<file path="src/rtl/uart_tx.sv">
// 8-bit UART transmitter with built-in 16x oversample baud divider (8N1 by default).
// Define UART_TX_PARITY_EN for an even-parity bit between D7 and STOP (8E1).
`timescale 1ns/1ps

module uart_tx #(
  parameter int unsigned CLK_FREQ   = 50_000_000,
  parameter int unsigned BAUD       = 9600,
  parameter int unsigned OVERSAMPLE = 16
) (
  input  logic       clk,
  input  logic       reset,
  input  logic       tx_start,
  input  logic [7:0] data_in,
  output logic       txd,
  output logic       tx_busy,
  output logic       tx_done,
  output logic       tick
);

  localparam int unsigned TICK_DIV = CLK_FREQ / (BAUD * OVERSAMPLE);
  localparam int unsigned DIV_W    = (TICK_DIV < 2) ? 1 : $clog2(TICK_DIV);
  localparam logic [DIV_W-1:0] DIV_LAST = DIV_W'(TICK_DIV - 1);

  if (TICK_DIV < 2) begin : g_div_chk
    $error("uart_tx: CLK_FREQ/(BAUD*OVERSAMPLE) must be at least 2");
  end
  if (OVERSAMPLE != 16) begin : g_os_chk
    $error("uart_tx: OVERSAMPLE must be 16 to match uart_rx");
  end

`ifdef UART_TX_PARITY_EN
  typedef enum logic [2:0] {S_IDLE, S_START, S_DATA, S_PARITY, S_STOP} state_t;
`else
  typedef enum logic [2:0] {S_IDLE, S_START, S_DATA, S_STOP} state_t;
`endif

  state_t           r_state, w_state_nxt;
  logic [DIV_W-1:0] r_div, w_div_nxt;
  logic [3:0]       r_tick_cnt, w_tick_cnt_nxt;
  logic [2:0]       r_bit_cnt, w_bit_cnt_nxt;
  logic [7:0]       r_shreg, w_shreg_nxt;
  logic             r_txd, w_txd_nxt;
  logic             r_done, w_done_nxt;
  logic             r_busy;
  logic             r_tick;
  logic             w_tick;
  logic             w_bit_end;
`ifdef UART_TX_PARITY_EN
  logic             r_par, w_par_nxt;
`endif

  assign w_tick    = (r_div == DIV_LAST);
  assign w_bit_end = w_tick && (r_tick_cnt == 4'd15);

  // Next-state, counters and next line level
  always_comb begin
    w_state_nxt    = r_state;
    w_div_nxt      = w_tick ? '0 : r_div + DIV_W'(1);
    w_tick_cnt_nxt = r_tick_cnt;
    w_bit_cnt_nxt  = r_bit_cnt;
    w_shreg_nxt    = r_shreg;
    w_done_nxt     = 1'b0;
    w_txd_nxt      = 1'b1;
`ifdef UART_TX_PARITY_EN
    w_par_nxt      = r_par;
`endif

    if ((r_state != S_IDLE) && w_tick) begin
      w_tick_cnt_nxt = r_tick_cnt + 4'd1;
    end

    case (r_state)
      S_IDLE: begin
        if (tx_start) begin
          w_state_nxt    = S_START;
          w_shreg_nxt    = data_in;
          w_div_nxt      = '0;
          w_tick_cnt_nxt = '0;
          w_bit_cnt_nxt  = '0;
`ifdef UART_TX_PARITY_EN
          w_par_nxt      = ^data_in;
`endif
        end
      end
      S_START: begin
        if (w_bit_end) w_state_nxt = S_DATA;
      end
      S_DATA: begin
        if (w_bit_end) begin
          w_shreg_nxt   = r_shreg >> 1;
          w_bit_cnt_nxt = r_bit_cnt + 3'd1;
          if (r_bit_cnt == 3'd7) begin
`ifdef UART_TX_PARITY_EN
            w_state_nxt = S_PARITY;
`else
            w_state_nxt = S_STOP;
`endif
          end
        end
      end
`ifdef UART_TX_PARITY_EN
      S_PARITY: begin
        if (w_bit_end) w_state_nxt = S_STOP;
      end
`endif
      S_STOP: begin
        if (w_bit_end) begin
          w_state_nxt = S_IDLE;
          w_done_nxt  = 1'b1;
        end
      end
      default: w_state_nxt = S_IDLE;
    endcase

    // Line level follows the state being entered so txd itself stays a flop
    case (w_state_nxt)
      S_START:  w_txd_nxt = 1'b0;
      S_DATA:   w_txd_nxt = w_shreg_nxt[0];
`ifdef UART_TX_PARITY_EN
      S_PARITY: w_txd_nxt = w_par_nxt;
`endif
      default:  w_txd_nxt = 1'b1;
    endcase
  end

  always_ff @(posedge clk) begin
    if (!reset) begin
      r_state    <= S_IDLE;
      r_div      <= '0;
      r_tick_cnt <= '0;
      r_bit_cnt  <= '0;
      r_shreg    <= '0;
      r_txd      <= 1'b1;
      r_busy     <= 1'b0;
      r_done     <= 1'b0;
      r_tick     <= 1'b0;
`ifdef UART_TX_PARITY_EN
      r_par      <= 1'b0;
`endif
    end else begin
      r_state    <= w_state_nxt;
      r_div      <= w_div_nxt;
      r_tick_cnt <= w_tick_cnt_nxt;
      r_bit_cnt  <= w_bit_cnt_nxt;
      r_shreg    <= w_shreg_nxt;
      r_txd      <= w_txd_nxt;
      r_busy     <= (w_state_nxt != S_IDLE);
      r_done     <= w_done_nxt;
      r_tick     <= (w_div_nxt == DIV_LAST);
`ifdef UART_TX_PARITY_EN
      r_par      <= w_par_nxt;
`endif
    end
  end

  assign txd     = r_txd;
  assign tx_busy = r_busy;
  assign tx_done = r_done;
  assign tick    = r_tick;

endmodule
</file>
<file path="config.mk">
export PLATFORM = sky130hd
export DESIGN_NAME = uart_tx
export DESIGN_NICKNAME = d
export VERILOG_FILES = /design/src/rtl/uart_tx.sv
export SDC_FILE = /design/constraint.sdc
export NUM_CORES = 1
export LEC_CHECK = 0
export BUFFER_PORTS_ARGS = -buffer_cell sky130_fd_sc_hd__buf_4
export CORE_UTILIZATION = 55
export DETAILED_ROUTE_END_ITERATION = 6
export HOLD_SLACK_MARGIN = 0.12
export MAX_ROUTING_LAYER = met4
export PLACE_DENSITY = 0.75
export SYNTH_ARGS = -nofsm -noshare
export SYNTH_HDL_FRONTEND = slang
export SYNTH_SLANG_ARGS = --single-unit
</file>
<file path="constraint.sdc">
create_clock -name clk -period 4.9 [get_ports clk]
set_input_delay 0.49 -clock clk [delete_from_list [all_inputs] [get_ports clk]]
set_output_delay 0.49 -clock clk [all_outputs]
set_load 0.1 [all_outputs]
</file>
Yosys cells after proc, flatten, opt, wreduce, memory -nomap -nowiden

Cells that the tools add are included.

Add/subtract/negate cells: 3
Equality and inequality tests: 11
Multiplexer cells: 20
Reductions and logical operators: 8

Operators by type and width:

| kind                  | number |
|---|---|
| $mux W9               | 3 |
| $mux W3               | 7 |
| $eq A9 B9 Y1 const B  | 2 |
| $mux W8               | 2 |
| $pmux W8 S2           | 1 |
| $mux W4               | 3 |
| $pmux W3 S4           | 1 |
| $add A9 B1 Y9 const B | 1 |
| $eq A3 B2 Y1 const B  | 3 |
| $eq A3 B1 Y1 const B  | 2 |
| $pmux W3 S2           | 1 |
| $reduce_bool A3 Y1    | 2 |
| $add A4 B1 Y4 const B | 1 |
| $eq A4 B4 Y1 const B  | 1 |
| $ne A2 B2 Y1 const B  | 2 |
| $add A3 B1 Y3 const B | 1 |
| $eq A3 B3 Y1 const B  | 1 |
| $logic_not A3 Y1      | 1 |
| $reduce_and A3 Y1     | 1 |
| $logic_and A1 B1 Y1   | 2 |
| $pmux W1 S2           | 1 |
| $reduce_and A2 Y1     | 1 |
| $reduce_bool A2 Y1    | 1 |
| $mux W1               | 1 |

Register bits after elaboration: 31
Bits of input ports: 11
Output and inout bits: 4
Word-level logic and storage cells: 52

Logic depth before layout (Yosys ltp)

Word-level depth: 6
Gate-level depth with buffers: 8
Depth with buffers taken out: 7

Worst setup path after synthesis

Ideal clock, no wire load.

Kind: flip-flop to flip-flop
From: reg r_div[0]
To: reg r_txd (netlist: txd)
Setup time: 131 ps
Arrival: 1584 ps
Data required time: 4769 ps
Slack: 3185 ps
Cell stages (with the launch flop): 8
Buffers on the path: 0
Clock period less this slack: 1715 ps
Path through: dfxtp_1 -> inv_1 -> ha_1 -> nand4bb_1 -> o311a_1 -> a311oi_2 -> and2b_1 -> a31oi_1

Cells in the longest elaborated chain, start to end: 6
Elaborated cells between the ends (all ways): 11
Those cells by class: 3 x eq/ne; 7 x mux; 1 x reduce/logical

Ends and longest elaborated chain:

| item                                         | RTL line    | source |
|---|---|---|
| from (decl)                                  | 38          | `logic [DIV_W-1:0] r_div, w_div_nxt;` |
| from (signal assigned)                       | 142         | `r_div <= w_div_nxt;` |
| $eq A9 B9 Y1 *                               | 52          | `assign w_tick = (r_div == DIV_LAST);` |
| $logic_and A1 B1 Y1 *                        | 53          | `assign w_bit_end = w_tick && (r_tick_cnt == 4'd15);` |
| $mux W3, on equally long branches            | 107, 86, 89 |  |
| $pmux W3 S4                                  | 72          | `case (r_state)` |
| $eq A3 B2 Y1 or $eq A3 B1 Y1 (tied branches) | 116         | `case (w_state_nxt)` |
| $pmux W1 S2 *                                | 116         |  |
| to (signal assigned)                         | 146         | `r_txd <= w_txd_nxt;` |
| to (decl)                                    | 42          | `logic r_txd, w_txd_nxt;` |

Every way passes the cells marked *; elsewhere a longest branch is shown, timed or not. The select of a mux whose other input is x is not followed.
A chain may end at the register's enable or synchronous reset.

Worst setup path after layout

From: reg r_div[0]
To: reg r_shreg[2]

Cells in the longest elaborated chain, start to end: 4

Ends and longest elaborated chain:

| item                        | RTL line | source |
|---|---|---|
| $eq A9 B9 Y1                | 52       |  |
| $logic_and A1 B1 Y1         | 53       |  |
| $ne A2 B2 Y1 (no line)      | n/a      |  |
| $reduce_and A3 Y1 (no line) | n/a      |  |
| to (signal assigned)        | 145      | `r_shreg <= w_shreg_nxt;` |
| to (decl)                   | 41       | `logic [7:0] r_shreg, w_shreg_nxt;` |

No other way between the ends.

==> impl_metrics.env <==
export IMPL_cpLargestDelayFamily="simple AND/OR/NAND/NOR gates"
export IMPL_maxClockFrequency_mhz=503.2
export IMPL_rows=18
export IMPL_firstDrtPassIters=4
export IMPL_track_usage=0.2292
export IMPL_final_nets=193
export IMPL_hold_class="in2reg"
export IMPL_worst_clock_skew_ns=0.005652
export IMPL_syn_nets=178
export IMPL_synthTopCellsByArea="dfxtp_1 41%, ha_1 4.1%, xor2_1 4.1%, nor2_1 3.7%, a21boi_1 3.5%"
export IMPL_outcome="finished clean"
export IMPL_comb_power_share=0.088
export IMPL_rsz0062_at_grt="false"
export IMPL_antenna_found_initial=0
export IMPL_synth_warnings=0
export IMPL_power_mw=0.4303
export IMPL_timing_hold_ws_ns=0.4424
export IMPL_synth_edff_count=0
export IMPL_cts_sinks=31
export IMPL_htree_levels=2
export IMPL_wl_mm=2.793
export IMPL_critPathRequiredTime_ns=5.16
export IMPL_wl_met2_mm=1.380
export IMPL_core_area_um2=2522
export IMPL_worstMarginPinSlew_ns=0.5594
export IMPL_yosysUniqueCellTypes=49
export IMPL_synth_most_common_cell="dfxtp_1"
export IMPL_cpPeakStageDelay_ns=0.46
export IMPL_clkPwrFrac=0.296
export IMPL_cp_end_kind="flop"
export IMPL_synth_async_reset_ratio=0
export IMPL_cp_slowest_cell="dfxtp_1"
export IMPL_synth_flop_cell="dfxtp_1"
export IMPL_fin_crit_sh=0.4056
export IMPL_avgSynthCellArea_um2=9.307
export IMPL_dieArea_um2=2954
export IMPL_grt_pass1_vias=1050
export IMPL_wl_met1_mm=1.229
export IMPL_root_buffer="clkbuf_4"
export IMPL_cp_num_buf_inv=1
export IMPL_fp_dieW_um=54.36
export IMPL_vias=1201
export IMPL_p_seq_frac=0.615
export IMPL_drc=0
export IMPL_hpwl_mm=2.049
export IMPL_fin_cells=206
export IMPL_tns_ns=0
export IMPL_diodes=0
export IMPL_leakagePower_nw=0.6474
export IMPL_worst_setup_path_start_kind="flop"
export IMPL_synthCells=162
export IMPL_max_slew_margin_rel=0.6239
export IMPL_place_inst=200
export IMPL_area_growth_synth_to_final_pct=9.295
export IMPL_timing_final_ws_setup_ns=2.913
export IMPL_drive_above_1_share=0.1705
export IMPL_synth_area_leader_cell="dfxtp_1"
export IMPL_fp_dieH_um=54.36
export IMPL_yosysTopAreaCellShare=0.4116
export IMPL_synth_common_cells="31 x dfxtp_1, 15 x nor2_1, 14 x nand2_1"
export IMPL_drtIter0Drc=22
export IMPL_p_switching_mw=0.1045
export IMPL_port_buffers=14
export IMPL_place_ws_ns=2.925
export IMPL_grt_start_max_net_pins=14
export IMPL_ioPinCount=15
export IMPL_worstSetupPathType="reg2reg"
export IMPL_switching_share=0.2429
export IMPL_met3WireLength_um=130
export IMPL_clkLatencyLatePin_ns=0.33
export IMPL_crit_chain="inv_1 -> ha_1 -> and4b_1 -> and4_1 -> nor2_1 -> nand2_1 -> a21boi_1"
export IMPL_post_cts_buffers=0
export IMPL_holdBufCountCts=0
export IMPL_place_congestion=0.8027
export IMPL_viasPerCell=5.830
export IMPL_initial_core_util=0.5977
export IMPL_final_max_slew_viol_count=0
export IMPL_power_density_nw_per_um2=261.1
export IMPL_fillCellCount=215
export IMPL_period_needed_ns=1.987
export IMPL_synth_seq_cells=31
export IMPL_cts_buffers=5
export IMPL_r2r_cells=7
export IMPL_reg2reg_setup_slack_ns=2.91
export IMPL_synth_area_um2=1508
export IMPL_maxCapViolCount=0
export IMPL_setup_violations_final=0
export IMPL_cts_tree="built"
export IMPL_ys_seq_area_frac=0.4116
export IMPL_wire_per_inst_um=13.56
export IMPL_ctsResizeCount=0
export IMPL_dr_max_layer_used="met4"
export IMPL_cp_depth=7
export IMPL_gr_total_overflow=0
export IMPL_clkTransAtPathRegs_ns=0.09
export IMPL_grt_pass1_wl_mm=4.574
export IMPL_power_internal_mw=0.3257
export IMPL_ir_worst_vdd_mv=0.2140
export IMPL_cts_buffer_depth=2
export IMPL_critical_path_arrival_ns=2.24
export IMPL_detail_route_antenna_nets=0
export IMPL_cp_max_fo=12
export IMPL_holdPathStages=3
export IMPL_finalHoldViolCount=0
==> cell usage in the layout (no fill, tap or decap), drive strengths merged, types with 3 or more instances in the layout <==
cell type	n
a22oi	6
and3	3
a21boi	7
nand3	9
clkbuf	6
nor3b	3
nor2	15
inv	5
a21oi	6
nand4	4
o21ai	6
xor2	7
dfxtp	31
nor2b	3
ha	5
nand2	16
buf	14
==> logic make-up after synthesis <==
group           count (synthesis)  synth area share
fa+ha+maj                       5           0.04149
flops                          31            0.4116
xor+xnor                        8           0.04647
mux                             2           0.01328
compound gates                 32            0.1510
simple gates                   72            0.2921
buf+inv                        11           0.04149
other cells                     1          0.002487
==> metal layers <==
layer | vias up | GRT usage
met5 | - | -
met4 | 0 | 0.1026
met3 | 8 | 0.08333
met2 | 25 | 0.3801
met1 | 562 | 0.2424
li1 | 606 | -
==> metrics by stage <==
stage               instance area (um2)    util
floorplan                          1508       -
global placement                   1607  0.6369
detailed placement                 1607  0.6369
CTS                                1648  0.6533
global route                       1648  0.6533
finish                             1648  0.6533
==> flip-flops by register name, summed over array words and instances (netlist names) <==
register / count
r_bit_cnt: 3
tx_done: 1
r_shreg: 8
r_tick_cnt: 4
tx_busy: 1
tick: 1
txd: 1
r_state: 3
r_div: 9
==> final timing paths <==
| path | start | endpoint |
|---|---|---|
| setup / recovery | r_div[0] | r_shreg[2] |
| hold / removal | data_in[4] | r_shreg[4] |
| hold reg to reg | r_shreg[6] | r_shreg[6] |
| setup reg to reg | r_div[0] | r_shreg[2] |
==> layout make-up <==
| type | instances | area [um2] | area share |
|---|---|---|---|
| multi-input cells | 120 | 824.5 | 0.5004 |
| flip-flops and latches | 31 | 620.6 | 0.3766 |
| repair buffers | 14 | 105.1 | 0.06378 |
| clock buffers | 6 | 41.29 | 0.02506 |
| well taps | 30 | 37.54 | 0.02278 |
| inverters | 5 | 18.77 | 0.01139 |
==> power by group through the flow <==
| stage | Clock [mW] | Combinational (mW) | Sequential [mW] |
|---|---|---|---|
| 2_1_floorplan | 0 | 0.0254 | 0.272 |
| 3_3_place_gp | 0 | 0.0370 | 0.270 |
| 3_5_place_dp | 0 | 0.0380 | 0.271 |
| 4_1_cts | 0.133 | 0.0382 | 0.265 |
| 5_1_grt | 0.143 | 0.0420 | 0.266 |
| 6_report | 0.128 | 0.0380 | 0.265 |
==> worst register-to-register path, stage by stage (launching register included) <==
cell and delay (ns):
dfxtp_1 0.46, inv_1 0.08, ha_1 0.21, and4b_1 0.20, and4_1 0.28, nor2_1 0.43
nand2_1 0.10, a21boi_1 0.16
Power figures use the tool's default switching activity.
